**config.mk**
```make
export PLATFORM = sky130hd
export DESIGN_NAME = sysad_responder
export DESIGN_NICKNAME = d
export VERILOG_FILES = /design/src/rtl/sysad_responder.sv
export SDC_FILE = /design/constraint.sdc
export NUM_CORES = 1
export LEC_CHECK = 0
export ABC_AREA = 1
export BUFFER_PORTS_ARGS = -buffer_cell sky130_fd_sc_hd__buf_2
export CELL_PAD_IN_SITES_DETAIL_PLACEMENT = 1
export CELL_PAD_IN_SITES_GLOBAL_PLACEMENT = 2
export CORE_AREA = 2 2 211 213
export DETAILED_ROUTE_END_ITERATION = 7
export DIE_AREA = 0 0 213 215
export PLACE_DENSITY_LB_ADDON = 0.25
export SLEW_MARGIN = 5
export SYNTH_ARGS = -nofsm -noshare
export SYNTH_HDL_FRONTEND = slang
export SYNTH_SLANG_ARGS = --single-unit
export TNS_END_PERCENT = 50
```
**constraint.sdc**
```tcl
create_clock -name sysclk -period 9.3 [get_ports sysclk]
set_input_delay 0.93 -clock sysclk [delete_from_list [all_inputs] [get_ports sysclk]]
set_output_delay 0.93 -clock sysclk [all_outputs]
set_load 0.05 [all_outputs]
```
**src/rtl/sysad_responder.sv**
```systemverilog
// SysAD external agent: accepts VR4300 block reads/writes, buffers one block, forwards irq.
// Optional backend ack watchdog enabled by defining SYSAD_TIMEOUT_EN.
module sysad_responder #(
  parameter int MAX_WORDS = 8,
  parameter int TIMEOUT   = 255
) (
  input  logic        sysclk,
  input  logic        reset,
  input  logic        p_valid_l,
  input  logic [31:0] sys_ad_in,
  input  logic [4:0]  sys_cmd_in,
  output logic [31:0] sys_ad_out,
  output logic [4:0]  sys_cmd_out,
  output logic        sys_ad_oe,
  output logic        e_valid_l,
  output logic        e_ok_l,
  input  logic        irq,
  output logic        int_l,
  output logic        be_req,
  output logic        be_write,
  output logic [31:0] be_addr,
  output logic [31:0] be_wdata,
  input  logic        be_ack,
  input  logic [31:0] be_rdata,
  output logic        err
);

  typedef enum logic [2:0] {
    IDLE, WCAP, WDRAIN, RFETCH, RTURN, RDRIVE, RREL
  } state_t;

  localparam logic [4:0] CMD_LAST = 5'b10000;
  localparam logic [4:0] CMD_MORE = 5'b11000;

  state_t      state, state_n;
  logic [3:0]  cnt, cnt_n, total, total_n, size;
  logic [26:0] blk_hi;
  logic [2:0]  blk_lo, start, mask;
  logic [31:0] buffer [MAX_WORDS];

  logic        accept, data_cycle, ack, done, store, tmo_fire, unused_ok;
  logic [3:0]  req_size;
  logic [2:0]  req_mask, a_lo, a_start, a_mask, a_off;
  logic [26:0] a_hi;
  logic [31:0] rdata_eff;

  assign accept     = (state == IDLE) && !p_valid_l && !sys_cmd_in[4];
  assign data_cycle = !p_valid_l && sys_cmd_in[4];
  assign ack        = be_ack && be_req;
  assign done       = ack || tmo_fire;
  assign rdata_eff  = ack ? be_rdata : 32'hDEAD_BEEF;

  always_comb begin
    req_size = 4'd1 << sys_cmd_in[1:0];
    if (int'(req_size) > MAX_WORDS) req_size = 4'(MAX_WORDS);
    req_mask = req_size[2:0] - 3'd1;
  end

  // The word address for the first beat must use the request being accepted this cycle.
  assign a_hi    = accept ? sys_ad_in[31:5] : blk_hi;
  assign a_lo    = accept ? (sys_ad_in[4:2] & ~req_mask) : blk_lo;
  assign a_start = accept ? (sys_ad_in[4:2] & req_mask) : start;
  assign a_mask  = accept ? req_mask : mask;
  assign a_off   = a_lo | ((a_start + cnt_n[2:0]) & a_mask);

  always_comb begin
    // NOTE: every variable gets a default first so no path through the case infers a latch.
    state_n = state;
    cnt_n   = cnt;
    total_n = total;
    store   = 1'b0;
    case (state)
      IDLE: if (accept) begin
        state_n = sys_cmd_in[3] ? WCAP : RFETCH;
        cnt_n   = '0;
      end
      WCAP: if (data_cycle) begin
        store = 1'b1;
        if (!sys_cmd_in[3] || (cnt + 4'd1 == size)) begin
          state_n = WDRAIN;
          total_n = cnt + 4'd1;
          cnt_n   = '0;
        end else begin
          cnt_n = cnt + 4'd1;
        end
      end
      WDRAIN: if (done) begin
        if (cnt + 4'd1 == total) state_n = IDLE;
        else                     cnt_n   = cnt + 4'd1;
      end
      RFETCH: if (done) begin
        if (cnt + 4'd1 == size) begin
          state_n = RTURN;
          cnt_n   = '0;
        end else begin
          cnt_n = cnt + 4'd1;
        end
      end
      RTURN: state_n = RDRIVE;
      RDRIVE: begin
        if (cnt + 4'd1 == size) begin
          state_n = RREL;
          cnt_n   = '0;
        end else begin
          cnt_n = cnt + 4'd1;
        end
      end
      RREL:    state_n = IDLE;
      default: state_n = IDLE;
    endcase
  end

  always_ff @(posedge sysclk) begin
    // NOTE: non-blocking assignments so every register updates together at the edge.
    if (reset) begin
      state       <= IDLE;
      cnt         <= '0;
      total       <= '0;
      size        <= 4'd1;
      blk_hi      <= '0;
      blk_lo      <= '0;
      start       <= '0;
      mask        <= '0;
      sys_ad_out  <= '0;
      sys_cmd_out <= '0;
      sys_ad_oe   <= 1'b0;
      e_valid_l   <= 1'b1;
      e_ok_l      <= 1'b1;
      int_l       <= 1'b1;
      be_req      <= 1'b0;
      be_write    <= 1'b0;
      be_addr     <= '0;
      be_wdata    <= '0;
    end else begin
      state <= state_n;
      cnt   <= cnt_n;
      total <= total_n;
      if (accept) begin
        size   <= req_size;
        blk_hi <= sys_ad_in[31:5];
        blk_lo <= sys_ad_in[4:2] & ~req_mask;
        start  <= sys_ad_in[4:2] & req_mask;
        mask   <= req_mask;
      end
      // Outputs are registered from the next state so they line up with it.
      e_ok_l    <= (state_n != IDLE);
      int_l     <= ~irq;
      be_req    <= (state_n == WDRAIN) || (state_n == RFETCH);
      be_write  <= (state_n == WDRAIN);
      be_addr   <= {a_hi, a_off, 2'b00};
      be_wdata  <= (store && (cnt == cnt_n)) ? sys_ad_in : buffer[cnt_n[2:0]];
      sys_ad_oe <= (state_n == RTURN) || (state_n == RDRIVE);
      e_valid_l <= (state_n != RDRIVE);
      if (state_n == RDRIVE) begin
        sys_ad_out  <= buffer[cnt_n[2:0]];
        sys_cmd_out <= (cnt_n + 4'd1 == size) ? CMD_LAST : CMD_MORE;
      end else begin
        sys_ad_out  <= '0;
        sys_cmd_out <= '0;
      end
    end
  end

  // NOTE: the buffer has no reset; state and cnt reset make stale contents unreachable.
  always_ff @(posedge sysclk) begin
    if (store)                       buffer[cnt[2:0]] <= sys_ad_in;
    else if (state == RFETCH && done) buffer[cnt[2:0]] <= rdata_eff;
  end

`ifdef SYSAD_TIMEOUT_EN
  localparam int TW = $clog2(TIMEOUT + 1);
  logic [TW-1:0] tmo_cnt;

  assign tmo_fire  = be_req && !be_ack && (tmo_cnt == TW'(TIMEOUT - 1));
  assign unused_ok = &{1'b0, sys_cmd_in[2]};

  always_ff @(posedge sysclk) begin
    if (reset || !be_req || done) tmo_cnt <= '0;
    else                          tmo_cnt <= tmo_cnt + 1'b1;
  end

  always_ff @(posedge sysclk) begin
    if (reset)         err <= 1'b0;
    else if (tmo_fire) err <= 1'b1;
  end
`else
  assign tmo_fire  = 1'b0;
  assign err       = 1'b0;
  assign unused_ok = &{1'b0, sys_cmd_in[2], TIMEOUT != 0};
`endif

endmodule

```
# Yosys cells after proc, flatten, opt, wreduce, memory -nomap -nowiden
# Memory sizes are Yosys's and may differ from the RTL's.
# Cells that the tools add are included.
[totals]
mem_bits_rw = 256
elab_cells = 98
reg_bits = 158
input_bits = 74
mem_count = 1
[op_classes]
bitwise = 8
order_cmp = 1
n_reduce_logical = 16
n_eq_ne = 14
add_sub_neg = 4
shift = 1
n_mux = 34
[memory_table]
columns = ["name", "words", "width", "rd", "rd_ports_with_merged_regs", "write_ports", "line", "rtl"]
rows = [
  ["buffer", 8, 32, 1, 0, 1, "39", "logic [31:0] buffer [MAX_WORDS];"],
]
[ops]
columns = ["cell", "count"]
rows = [
  ["$mux W32", 3],
  ["$mux W4", 9],
  ["$mux W3", 11],
  ["$mux W27", 1],
  ["$pmux W4 S5", 1],
  ["$pmux W3 S6", 1],
  ["$eq A4 B4 Y1", 4],
  ["$eq A3 B2 Y1 const B", 4],
  ["$eq A3 B3 Y1 const B", 4],
  ["$and A3 B3 Y3", 3],
  ["$add A4 B1 Y4 const B", 2],
  ["$mux W1", 7],
  ["$logic_and A1 B1 Y1", 6],
  ["$gt A4 B4 Y1 const B", 1],
  ["$shl A1 B2 Y4 const A", 1],
  ["$add A3 B3 Y3", 1],
  ["$eq A3 B1 Y1 const B", 1],
  ["$logic_not A1 Y1", 3],
  ["$logic_not A3 Y1", 1],
  ["$logic_or A1 B1 Y1", 3],
  ["$ne A3 B3 Y1 const B", 1],
  ["$not A3 Y3", 1],
  ["$or A3 B3 Y3", 1],
  ["$reduce_and A3 Y1", 1],
  ["6 further kinds", 7],
]

# Logic depth before layout (Yosys ltp)
# Gate-level depths: netlist (run 1).
[logic_depth]
depth_word = 9
depth_mapped = 25

# Least setup slack after synthesis (run 1)
# OpenSTA, ideal clock, no wires.
[synth_timing]
path_kind = "input -> register"
from = "in sys_cmd_in[4]"
to = "mem buffer[6][0] (enable)"
path_slack_ns = 4.876
setup_time_ns = 0.461
arrival_time_ns = 3.963
stages = 6
required_ns = 8.839
path_cell_list = "inv_1 > nor2_1 > inv_1 > nor2_1 > o21ai_0 > nor3_1"
[synth_between]
elab_chain_cells = 6
elab_cells_between_ends = 8
[synth_rtl]
columns = ["element", "line", "rtl"]
rows = [
  ["from (decl)", "11", "input logic [4:0] sys_cmd_in,"],
  ["$logic_and A1 B1 Y1 *", "48", "assign data_cycle = !p_valid_l && sys_cmd_in[4];"],
  ["$mux W1 *", "77", "WCAP: if (data_cycle) begin"],
  ["$mux W1 *", "72", "case (state)"],
  ["$mux W1", "166", "if (store) buffer[cnt[2:0]] <= sys_ad_in;"],
  ["$mux W1, on equally long branches", "166, 167", ""],
  ["$or A1 B1 Y1 (no source line) *", "-", ""],
  ["to (decl)", "39", ""],
]
# Every way passes the cells marked *; elsewhere a longest branch is shown, timed or not.

# Worst setup path after layout (run 1)
[layout_timing]
from = "reg cnt[0]"
to = "reg be_wdata[29]"
[layout_between]
elab_chain_cells = 9
elab_cells_between_ends = 16
[layout_rtl]
columns = ["element", "line", "rtl"]
rows = [
  ["from (decl)", "36", "logic [3:0] cnt, cnt_n, total, total_n, size;"],
  ["from (signal assigned)", "136", "cnt <= cnt_n;"],
  ["parallel branches: the longest is 8 deep, another holds $mem_v2 Z8 W32", "-", ""],
  ["$mux W32 *", "151", "be_wdata <= (store && (cnt == cnt_n)) ? sys_ad_in : buffer[cnt_n[2:0]];"],
  ["to (signal assigned)", "151", ""],
  ["to (decl)", "22", "output logic [31:0] be_wdata,"],
]
# Mark *: on every way between the ends.
# A chain may end at the register's enable or synchronous reset.

==> results of run 1 <==
## area by class of cell
| cell class | instances | area share [%] |
|---|---|---|
| repair buffers | 194 | 5.22 |
| well taps | 592 | 3.78 |
| clock inverters | 20 | 0.914 |
| clock buffers | 61 | 6.37 |
| inverters | 308 | 5.91 |
| diodes | 1 | 0.0128 |
| flip-flops and latches | 382 | 52.2 |
| multi-input cells | 1063 | 25.6 |
## layout by cell type (no fill, tap or decap), types with 4 or more instances in the layout
cell type  netlist  layout
edfxtp_1       256     256
clkbuf_1        39      11
buf_2           32     174
inv_1          304     302
nor2_1         106     100
o22ai_1          5       5
a21oi_1         76      76
xor2_1           4       4
nand2_4          2       4
buf_4           19      20
nand3b_1        33      33
xnor2_1          4       4
nor3_2           0       4
dfxtp_1        126     126
nand3_1        282     282
inv_2            2       5
clkbuf_8         0       4
clkinv_2         1       9
conb_1           1       6
nand2_2         12      11
nand4_1          5       5
clkbuf_16        0      46
nor2_4           1       9
o21ai_0         75      75
clkinv_1         1       6
nand2_1        421     420
## critical path, delay by kind of cell (launching register included)
kind / cells / cell delay (ns)
and+or+nand+nor: 15 / 2.81
adders and majority gates: 1 / 0.44
buffers and inverters: 1 / 0.76
xor gates and xnor gates: 1 / 0.18
DFF: 1 / 0.71
## through the flow
| step | power [mW] | instances | worst slack [ns] |
|---|---|---|---|
| 3_5_place_dp | 2.35 | 2539 | 4.10 |
| 6_report | 4.02 | 2621 | 4.20 |
| 3_3_place_gp | 2.34 | 2539 | 4.18 |
| 4_1_cts | 4.06 | 2620 | 4.14 |
| 2_1_floorplan | 2.22 | 1859 | 4.88 |
| 5_1_grt | 4.17 | 2620 | 3.73 |
## flip-flops by register name (all words and copies together), names as in the netlist
| register | count |
|---|---|
| be_wdata | 32 |
| buffer | 256 |
| e_ok_l | 1 |
| total | 4 |
| size | 4 |
| e_valid_l | 1 |
| be_write | 1 |
| sys_ad_oe | 1 |
| blk_lo | 3 |
| be_req | 1 |
| int_l | 1 |
| state | 3 |
| start | 3 |
| cnt | 4 |
| mask | 3 |
| sys_ad_out | 32 |
| be_addr | 30 |
| sys_cmd_out | 2 |
## power by group
group	leakage (nW)	internal [mW]	total (mW)	switching (mW)
Sequential	3.33	1.85	1.86	0.0138
Clock	0.705	1.02	1.72	0.696
Combinational	4.83	0.106	0.443	0.337
## kinds of logic after synthesis
group / share of synthesized area [%]
AND/OR/NAND/NOR: 23.2
buffers and inverters: 10.3
flip-flops: 60.6
AO/OA/AOI/OAI: 5.05
XOR/XNOR: 0.416
adder cells (fa/ha/maj): 0.342
other: 0.0223
multiplexers: 0.0594
## path summary, 6_finish.rpt
kind	startpoint	to	slack, ns	depth (start not counted)
worst max register to register	cnt[0]$_SDFF_PP0_	be_wdata[29]$_SDFF_PP0_	4.20	18
worst min-delay path	mask[2]$_SDFF_PP0_	mask[2]$_SDFF_PP0_	0.48	2
worst min register to register	mask[2]$_SDFF_PP0_	mask[2]$_SDFF_PP0_	0.48	2
worst max-delay path	cnt[0]$_SDFF_PP0_	be_wdata[29]$_SDFF_PP0_	4.20	18
## metal layers
metal	track usage, %	vias to the layer above
li1	-	6263
met1	27.6	6407
met2	36.9	258
met3	3.26	82
met4	6.76	0
met5	0	-
==> metrics.txt, run 1 <==
largest net degree at the start of global routing=between 80 and 90; clock-pin slew on the worst setup and hold paths=approximately 0.060 ns; CTS Buf Count=44; cell at the root of the clock tree=clkbuf_16; Post-Synthesis Cells=between 1500 and 2000; Bufs on Longest Clock Path=3; class of the most critical hold timing path=reg2reg; area of the multi-input gates=0.00501 mm^2; Post-synth EDFFs=256; area of the mapped netlist=around 0.017 mm^2; share of layout cells above drive strength 1=roughly 15%; setup tns final=0 ns; Worst path most repeated cell=nand2_1; post-route clock period utilization=between 50% and 60%; die area=0.0458 mm^2; Slew HR=a little over a quarter; HPWL Detailed=27600 um; largest fanout of any net on the critical path=a little over 70; final worst hold slack=just under 0.5 ns; first-pass GRT wire length=about 75000 um; largest area contributor in the synthesized netlist=edfxtp_1; count of instances resized after the clock tree is built=0; IO buf count=between 150 and 200; kind of end point of the critical path=flop; number of DRC violations after detailed-routing iteration 0=about 650; die width=213 um; cell with the largest stage delay on the worst path=nand2_4; Avg Synthesized Cell Area=slightly above 9 um^2; Area growth, synth to finish=16.1%; startpoint kind of the worst setup timing path=flop; required time of the critical path=around 10 ns; unique cell type count in the Yosys netlist=39; Layout fillers=between 5000 and 6000; CTS H-Tree Depth=2; pin slew with the least headroom to its limit=about 1.1 ns; peak clock frequency supported by timing=approximately 200 MHz; Post-CTS Hold Fix Bufs=0; via count=between 10000 and 15000; global placer's final weighted congestion=around 0.8; clock skew after layout=~0.012 ns; Vert. Die Dim=approximately 220 um; Synth async-reset ratio=0%; post-layout util=between 40% and 50%; status=finished, final reports clean; cell area after placement=about 0.018 mm^2; DR top layer=met4; area share of the leading cell type in the synthesized netlist=between 40% and 50%; most frequent cells after synthesis=421 x nand2_1, 304 x inv_1, 282 x nand3_1; Pwr per Cell Area=slightly above 200 mW/mm^2; list of cells traversed by the critical path=ha_1, xnor2_1, nand2_1, nor2_2, nand2_4, nand2_2, nand2_4, nand3_2, nand3_4, nand2_4, buf_4, nand2_1, nand3_1, nand2_1, nand2_1, nand2_1, nor2_1, nor2_1; Crit Path Class=reg2reg; Storage cell area=0.0102 mm^2; number of top-level design ports=182; met3 WL post-DR=approximately 2000 um; Top FF cell, synth=edfxtp_1; max-cap violation count=0; unrepaired setup endpoints after global routing=no; number of antenna violations at the first check in global routing=2; largest incremental delay on the critical path=about 0.86 ns; number of routed nets with antenna violations=0; fin. max-slew vios=0; floorplan row count=between 70 and 80; top-count cell post-synth=nand2_1; via count of the first global-routing pass=around 13000; peak supply drop=around 130 uV; CTS tree=yes; number of synthesis warnings=0; first-pass iteration count of the detailed router=4; register area share after synthesis=between 60% and 70%; # setup viols final=0; global-route total usage across every layer=between 20 and 25%; leading cell types by total area after synthesis=edfxtp_1 46%, dfxtp_1 15%, nand2_1 9.4%; met2 routed WL=approximately 24000 um; met1 wire length=21600 um; number of nets in the finished design=~2100; average via count per standard cell=approximately 5.0; synthesized flop and latch total=~380; data arrival time of the critical path=~5.6 ns; postcts setup bufs=0; core area=~0.044 mm^2; sink count of the clock tree=between 300 and 400; Final Hold Vio Count=0; total grt overflow=0; crit path time final=5.10 ns; initial core utilization=roughly 39%; clock network latency to the later pin of the worst-skew pair=around 0.57 ns; final design instance area without fill=approximately 0.02 mm^2; routed wire length per instance=between 15 and 20 um; static power due to leakage=8.86 nW; Post-Route WL=a little under 50000 um; number of remaining DRC errors=0
Note: power is estimated with default switching activity, not from simulation.
==> run 2: changes to the inputs <==
--- a/config.mk
+++ b/config.mk
@@ -5,13 +5,13 @@
 export SDC_FILE = /design/constraint.sdc
 export NUM_CORES = 1
 export LEC_CHECK = 0
-export ABC_AREA = 1
+export ABC_AREA = 0
 export BUFFER_PORTS_ARGS = -buffer_cell sky130_fd_sc_hd__buf_2
 export CELL_PAD_IN_SITES_DETAIL_PLACEMENT = 1
 export CELL_PAD_IN_SITES_GLOBAL_PLACEMENT = 2
-export CORE_AREA = 2 2 211 213
+export CORE_AREA = 2 2 202 204
 export DETAILED_ROUTE_END_ITERATION = 7
-export DIE_AREA = 0 0 213 215
+export DIE_AREA = 0 0 204 206
 export PLACE_DENSITY_LB_ADDON = 0.25
 export SLEW_MARGIN = 5
 export SYNTH_ARGS = -nofsm -noshare
==> constraint.sdc (replaced) <==
create_clock -name sysclk -period 4.9 [get_ports sysclk]
set_input_delay 0.49 -clock sysclk [delete_from_list [all_inputs] [get_ports sysclk]]
set_output_delay 0.49 -clock sysclk [all_outputs]
set_load 0.05 [all_outputs]
==> run 2 against run 1 <==
Combinational power increased by 10%. Sequential power increased by 88%. Wire length decreased by 13%. Non-clock buffer count increased by 18. Sequential share of layout area increased by 3.6 points. Global-route usage decreased by 1.3 points. Via count decreased by 19%. Synthesized area decreased by 8.8%. Register-to-register slack got worse by 3.4 ns. Clock power increased by 81%. Die area decreased by 8.2%. Design area decreased by 6.5%. Critical path type unchanged. Critical endpoint is now be_wdata[26]$_SDFF_PP0_. Largest cell class unchanged. Highest routed layer unchanged.
==> metrics.txt, run 2 <==
Top FF cell, synth=edfxtp_1; Synth async-reset ratio=0%; pin slew with the least headroom to its limit=between 0.8 and 0.9 ns; Layout fillers=about 4400; cell at the root of the clock tree=clkbuf_16; minimum setup slack in the final design=around 0.83 ns; Post-Synthesis Cells=1317; top-count cell post-synth=nand2_1; number of remaining DRC errors=0; setup tns final=0 ns; Vert. Die Dim=206 um; most common cell after layout, fill and taps aside=nand2_1; fin. max-slew vios=0; routed wire length per instance=around 20 um; switching share of total power=23.0%; synthesized flop and latch total=about 380; via count of the first global-routing pass=approximately 11000; Post-synth EDFFs=256; Crit Path Class=reg2reg; required time of the critical path=5.37 ns; status=finished, final reports clean; cell area after placement=~0.017 mm^2; area share of the leading cell type in the synthesized netlist=roughly half; leading cell types by total area after synthesis=edfxtp_1 50%, dfxtp_1 16%, nand2_1 8.3%; post-route clock period utilization=between 80% and 90%; peak supply drop=~210 uV; postcts setup bufs=0; # diodes=0; static power due to leakage=6.98 nW; Post-Route WL=about 42000 um; Post-CTS Hold Fix Bufs=0; initial core utilization=around two fifths; number of nets in the finished design=1570; unrepaired setup endpoints after global routing=no; Slew HR=41.2%; data arrival time of the critical path=about 4.5 ns; clock-pin slew on the worst setup and hold paths=~0.06 ns; unique cell type count in the Yosys netlist=between 60 and 70; Placement Setup Slack=between 0.8 and 0.9 ns; class of the most critical hold timing path=in2reg; floorplan row count=74; area of the mapped netlist=0.0154 mm^2; power share of the clock group=between 40% and 50%; number of DRC violations after detailed-routing iteration 0=between 500 and 600; net load switching power=between 1.5 and 2 mW; Storage cell area=0.0102 mm^2; most frequent cells after synthesis=340 x nand2_1, 256 x edfxtp_1, 149 x a21oi_1; largest fanout of any net on the critical path=73; HPWL Detailed=between 20000 and 30000 um; average via count per standard cell=about 5; share of layout cells above drive strength 1=between 20% and 30%; Area growth, synth to finish=19.1%; crit path time final=between 4 and 5 ns; IO buf count=about 170; combinational power share=under 10%; final worst hold slack=approximately 0.12 ns; count of instances resized after the clock tree is built=0; first-pass iteration count of the detailed router=5; peak clock frequency supported by timing=246 MHz; largest area contributor in the synthesized netlist=edfxtp_1; final design instance area without fill=roughly 0.018 mm^2; largest net degree at the start of global routing=~130; sink count of the clock tree=approximately 380; Internal Power=roughly 5.5 mW; commonest cells after routing, fill and taps aside=339 x nand2_1, 256 x edfxtp_1, 173 x buf_2; number of routed nets with antenna violations=0; number of synthesis warnings=0; startpoint kind of the worst setup timing path=flop; register area share after synthesis=about two thirds; clock skew after layout=0.0137 ns; clock network latency to the later pin of the worst-skew pair=about 0.56 ns; die width=between 200 and 250 um; Avg Synthesized Cell Area=11.7 um^2; CTS tree=yes; die area=roughly 0.042 mm^2; number of top-level design ports=182; # setup viols final=0; Pwr per Cell Area=about 390 mW/mm^2; max-cap violation count=0; global placer's final weighted congestion=0.745; Bufs on Longest Clock Path=3; global-route total usage across every layer=around 20%; total grt overflow=0; area of the multi-input gates=roughly 0.0047 mm^2; first-pass GRT wire length=around 65000 um; max FFs per register=256; core area=0.0402 mm^2; via count=between 10000 and 15000; kind of end point of the critical path=flop; number of antenna violations at the first check in global routing=1; CTS H-Tree Depth=2; relative contribution of sequential cells to total power=about 49%; CTS Buf Count=43; Final Hold Vio Count=0
==> run 2: cell types whose count changed after synthesis, moves of 31 or more <==
cell and delta:
inv_1 -267, nand2_1 -81, nand3_1 -276, a21oi_1 +73, nor2_1 -34, o21ai_0 -66
a21oi_2 +31, mux2_2 +32
==> run 2: routing by layer <==
metal / part of all wire (%) / GRT usage (%) / vias up
met4: 1.8 / 5.59 / 0
met1: 45 / 26.4 / 5339
met3: 3.9 / 2.89 / 52
li1: - / - / 4982
met5: 0 / 0 / -
met2: 49 / 35.0 / 193
==> run 2: power groups by stage <==
stage	clock network [mW]	logic, mW	registers, mW
6_report	3.11	0.489	3.50
5_1_grt	3.32	0.533	3.50
4_1_cts	3.20	0.497	3.50
3_5_place_dp	0	0.494	3.57
3_3_place_gp	0	0.485	3.57
2_1_floorplan	0	0.226	3.68
==> run 2: cell type report <==
| cell class | instances | share of cell area, % |
|---|---|---|
| flip-flops and latches | 382 | 55.8 |
| multi-input cells | 815 | 25.8 |
| clock buffers | 64 | 6.80 |
| repair buffers | 212 | 6.54 |
| well taps | 532 | 3.64 |
| inverters | 38 | 0.793 |
| clock inverters | 14 | 0.663 |
==> run 2: worst max-delay path, cell delays in order (launching register included) <==
cell and delay [ns]:
dfxtp_1 0.84, xnor3_1 0.48, and3_1 0.21, a21oi_1 0.27, a211o_1 0.27, o21ai_4 0.11
inv_4 0.61, buf_4 0.38, nand2_1 0.09, a21oi_1 0.18, nor4_1 0.07, buf_4 0.15
a221oi_2 0.21
==> run 2: stage by stage <==
stage | utilization (%) | std cells | power (mW)
detailed placement | 42.1 | 1979 | 4.06
finish | 45.5 | 2057 | 7.10
global placement | 42.1 | 1979 | 4.05
floorplan | - | 1322 | 3.90
CTS | 45.5 | 2057 | 7.20
global route | 45.5 | 2057 | 7.35
==> run 2: path summary, 6_finish.rpt <==
path,start,end,slack (ns),depth (start not counted)
setup reg to reg,cnt[2]$_SDFF_PP0_,be_wdata[26]$_SDFF_PP0_,0.83,12
setup / recovery,cnt[2]$_SDFF_PP0_,be_wdata[26]$_SDFF_PP0_,0.83,12
hold reg to reg,be_addr[6]$_SDFFE_PP0P_,be_addr[6]$_SDFFE_PP0P_,0.45,2
hold / removal,irq,int_l$_SDFF_PP1_,0.12,2
==> run 2: kinds of logic (layout without fill, tap and decap cells) <==
group / Yosys count / in the layout / share of synthesized area [%]
AND/OR/NAND/NOR: 499 / 499 / 14.0
flip-flops: 382 / 382 / 66.4
AO/OA/AOI/OAI: 254 / 254 / 11.7
buffers and inverters: 125 / 328 / 3.69
multiplexers: 33 / 33 / 2.41
XOR/XNOR: 19 / 19 / 1.36
adder cells (fa/ha/maj): 4 / 4 / 0.375
other: 1 / 6 / 0.0244
==> run 3: changes to the inputs <==
--- a/config.mk
+++ b/config.mk
@@ -9,9 +9,9 @@
 export BUFFER_PORTS_ARGS = -buffer_cell sky130_fd_sc_hd__buf_2
 export CELL_PAD_IN_SITES_DETAIL_PLACEMENT = 1
 export CELL_PAD_IN_SITES_GLOBAL_PLACEMENT = 2
-export CORE_AREA = 2 2 202 204
+export CORE_AREA = 2 2 213 215
 export DETAILED_ROUTE_END_ITERATION = 7
-export DIE_AREA = 0 0 204 206
+export DIE_AREA = 0 0 215 217
 export PLACE_DENSITY_LB_ADDON = 0.25
 export SLEW_MARGIN = 5
 export SYNTH_ARGS = -nofsm -noshare
==> constraint.sdc (replaced) <==
create_clock -name sysclk -period 3.7 [get_ports sysclk]
set_input_delay 0.37 -clock sysclk [delete_from_list [all_inputs] [get_ports sysclk]]
set_output_delay 0.37 -clock sysclk [all_outputs]
set_load 0.05 [all_outputs]
==> run 3 against run 2 <==
Flip-flop and latch count stayed put. Setup slack worse by 0.59 ns. Global-route usage shrank 1.4 points.
==> metrics.txt, run 3 (same netlist as run 2, synthesis figures left out) <==
HPWL Detailed=27200 um; # setup viols final=0; cell at the root of the clock tree=clkbuf_16; Worst Hold End=be_addr[20]$_SDFFE_PP0P_; average via count per standard cell=4.95; clock-pin slew on the worst setup and hold paths=roughly 0.06 ns; R2R Path End=be_wdata[21]$_SDFF_PP0_; number of remaining DRC errors=0; critical hold path startpoint=sys_ad_in[20]; cell area after placement=0.0173 mm^2; pin slew with the least headroom to its limit=about 0.68 ns; core area=around 0.045 mm^2; CTS Buf Count=43; Layout fillers=around 5000; total power draw=9.58 mW; clock skew after layout=slightly above 0.02 ns; max-cap violation count=0; Post-Route WL=between 40000 and 50000 um; final design instance area without fill=between 0.015 and 0.02 mm^2; via count=about 11000; most common cell after layout, fill and taps aside=nand2_1; Vert. Die Dim=217 um; post-layout util=42.0%; fin. max-slew vios=0; first-pass GRT wire length=roughly 67000 um; sink count of the clock tree=between 300 and 400; die area=about 0.047 mm^2; first-pass iteration count of the detailed router=4; peak supply drop=about 350 uV; clock network latency to the later pin of the worst-skew pair=~0.57 ns; area of the multi-input gates=between 0.004 and 0.005 mm^2; routed wire length per instance=20.4 um; initial core utilization=about a third; largest fanout of any net on the critical path=17; setup tns final=0 ns; via count of the first global-routing pass=between 10000 and 15000; share of layout cells above drive strength 1=between 20% and 30%; peak clock frequency supported by timing=around 290 MHz; class of the most critical hold timing path=in2reg; die width=~220 um; CTS tree=yes; # diodes=0; worst flop-to-flop path startpoint=cnt[0]$_SDFF_PP0_; static power due to leakage=between 7 and 8 nW; largest net degree at the start of global routing=roughly 100; Area growth, synth to finish=22.1%; kind of end point of the critical path=flop; Pwr per Cell Area=between 500 and 600 mW/mm^2; number of antenna violations at the first check in global routing=1; post-route clock period utilization=between 90% and 100%; total grt overflow=0; startpoint kind of the worst setup timing path=flop; number of top-level design ports=182; CTS H-Tree Depth=2; Bufs on Longest Clock Path=3; number of DRC violations after detailed-routing iteration 0=511; Crit Path Class=reg2reg; number of cells on the worst reg-to-reg path=12; number of routed nets with antenna violations=0; final standard cell count with taps included and fillers excluded=approximately 2100; minimum setup slack among reg-to-reg paths=roughly 0.24 ns; floorplan row count=78; number of nets in the finished design=around 1600; Storage cell area=about 0.010 mm^2; Slew HR=between 50% and 60%; global placer's final weighted congestion=0.755; max FFs per register=roughly 260; Placed Instances=just over 2000; status=finished, final reports clean; Final Hold Vio Count=0; crit path time final=3.46 ns; global-route total usage across every layer=between 10% and 20%; commonest cells after routing, fill and taps aside=339 x nand2_1, 256 x edfxtp_1, 173 x buf_2; unrepaired setup endpoints after global routing=no; IO buf count=roughly 170; required time of the critical path=roughly 4.2 ns; number of stages on the worst hold path=3; data arrival time of the critical path=roughly 3.9 ns
## run 3: where the power goes
| group | switching, mW | internal, mW | total (mW) |
|---|---|---|---|
| combinational | 0.482 | 0.192 | 0.674 |
| clock | 1.77 | 2.51 | 4.28 |
| sequential | 0.0215 | 4.61 | 4.63 |
## run 3: worst max path at each step
stage | to | slack, ns | start | cells past startpoint
global route | be_wdata[16]$_SDFF_PP0_ | 0.003 | cnt[0]$_SDFF_PP0_ | 12
finish | be_wdata[21]$_SDFF_PP0_ | 0.24 | cnt[0]$_SDFF_PP0_ | 12
CTS | be_wdata[8]$_SDFF_PP0_ | 0.18 | cnt[0]$_SDFF_PP0_ | 11
global placement | be_wdata[19]$_SDFF_PP0_ | 0.25 | cnt[0]$_SDFF_PP0_ | 12
floorplan | buffer[0][0]$_DFFE_PP_ | -0.25 | be_req$_SDFF_PP0_ | 5
detailed placement | be_wdata[19]$_SDFF_PP0_ | 0.20 | cnt[0]$_SDFF_PP0_ | 12
## run 3: cell type report
class                      count  share of cell area (%)
sequential                   382                    54.4
multi-input combinational    815                    25.2
timing repair buffer         233                    7.95
clock buffer                  51                    5.90
tap                          600                    4.00
clock inverter                29                    1.69
inverter                      38                   0.774
## run 3: critical path: stages (launching register included)
cell and delay, ns:
dfxtp_1 0.32, ha_1 0.43, xnor2_1 0.22, and3_1 0.22, a21oi_2 0.11, a21o_1 0.24, o21ba_2 0.26, or4_2 0.78
buf_12 0.23, a21oi_2 0.11, nor4_1 0.06, buf_4 0.15, a221oi_2 0.21
## run 3: through the flow
stage          worst slack [ns]  hold WS, ns
6_report                  0.240       0.0619
5_1_grt                 0.00291       0.0432
4_1_cts                   0.183       0.0286
3_5_place_dp              0.204        0.446
3_3_place_gp              0.248        0.441
2_1_floorplan            -0.247        0.436
## run 3: metal layers
metal | wire (um) | up-vias | GRT usage (%)
met5 | 13 | - | 0
met4 | 667 | 2 | 4.16
met3 | 1740 | 52 | 3.24
met2 | 21200 | 203 | 32.1
met1 | 20200 | 5360 | 25.1
li1 | - | 5014 | -
## run 3: timing repair
action                                  in CTS  in global routing
setup buffers                                0                  0
hold buffers                                 2                  0
gates resized for setup                      0                  3
endpoints found under the setup margin       0                  5
endpoints found under the hold margin        2                  0
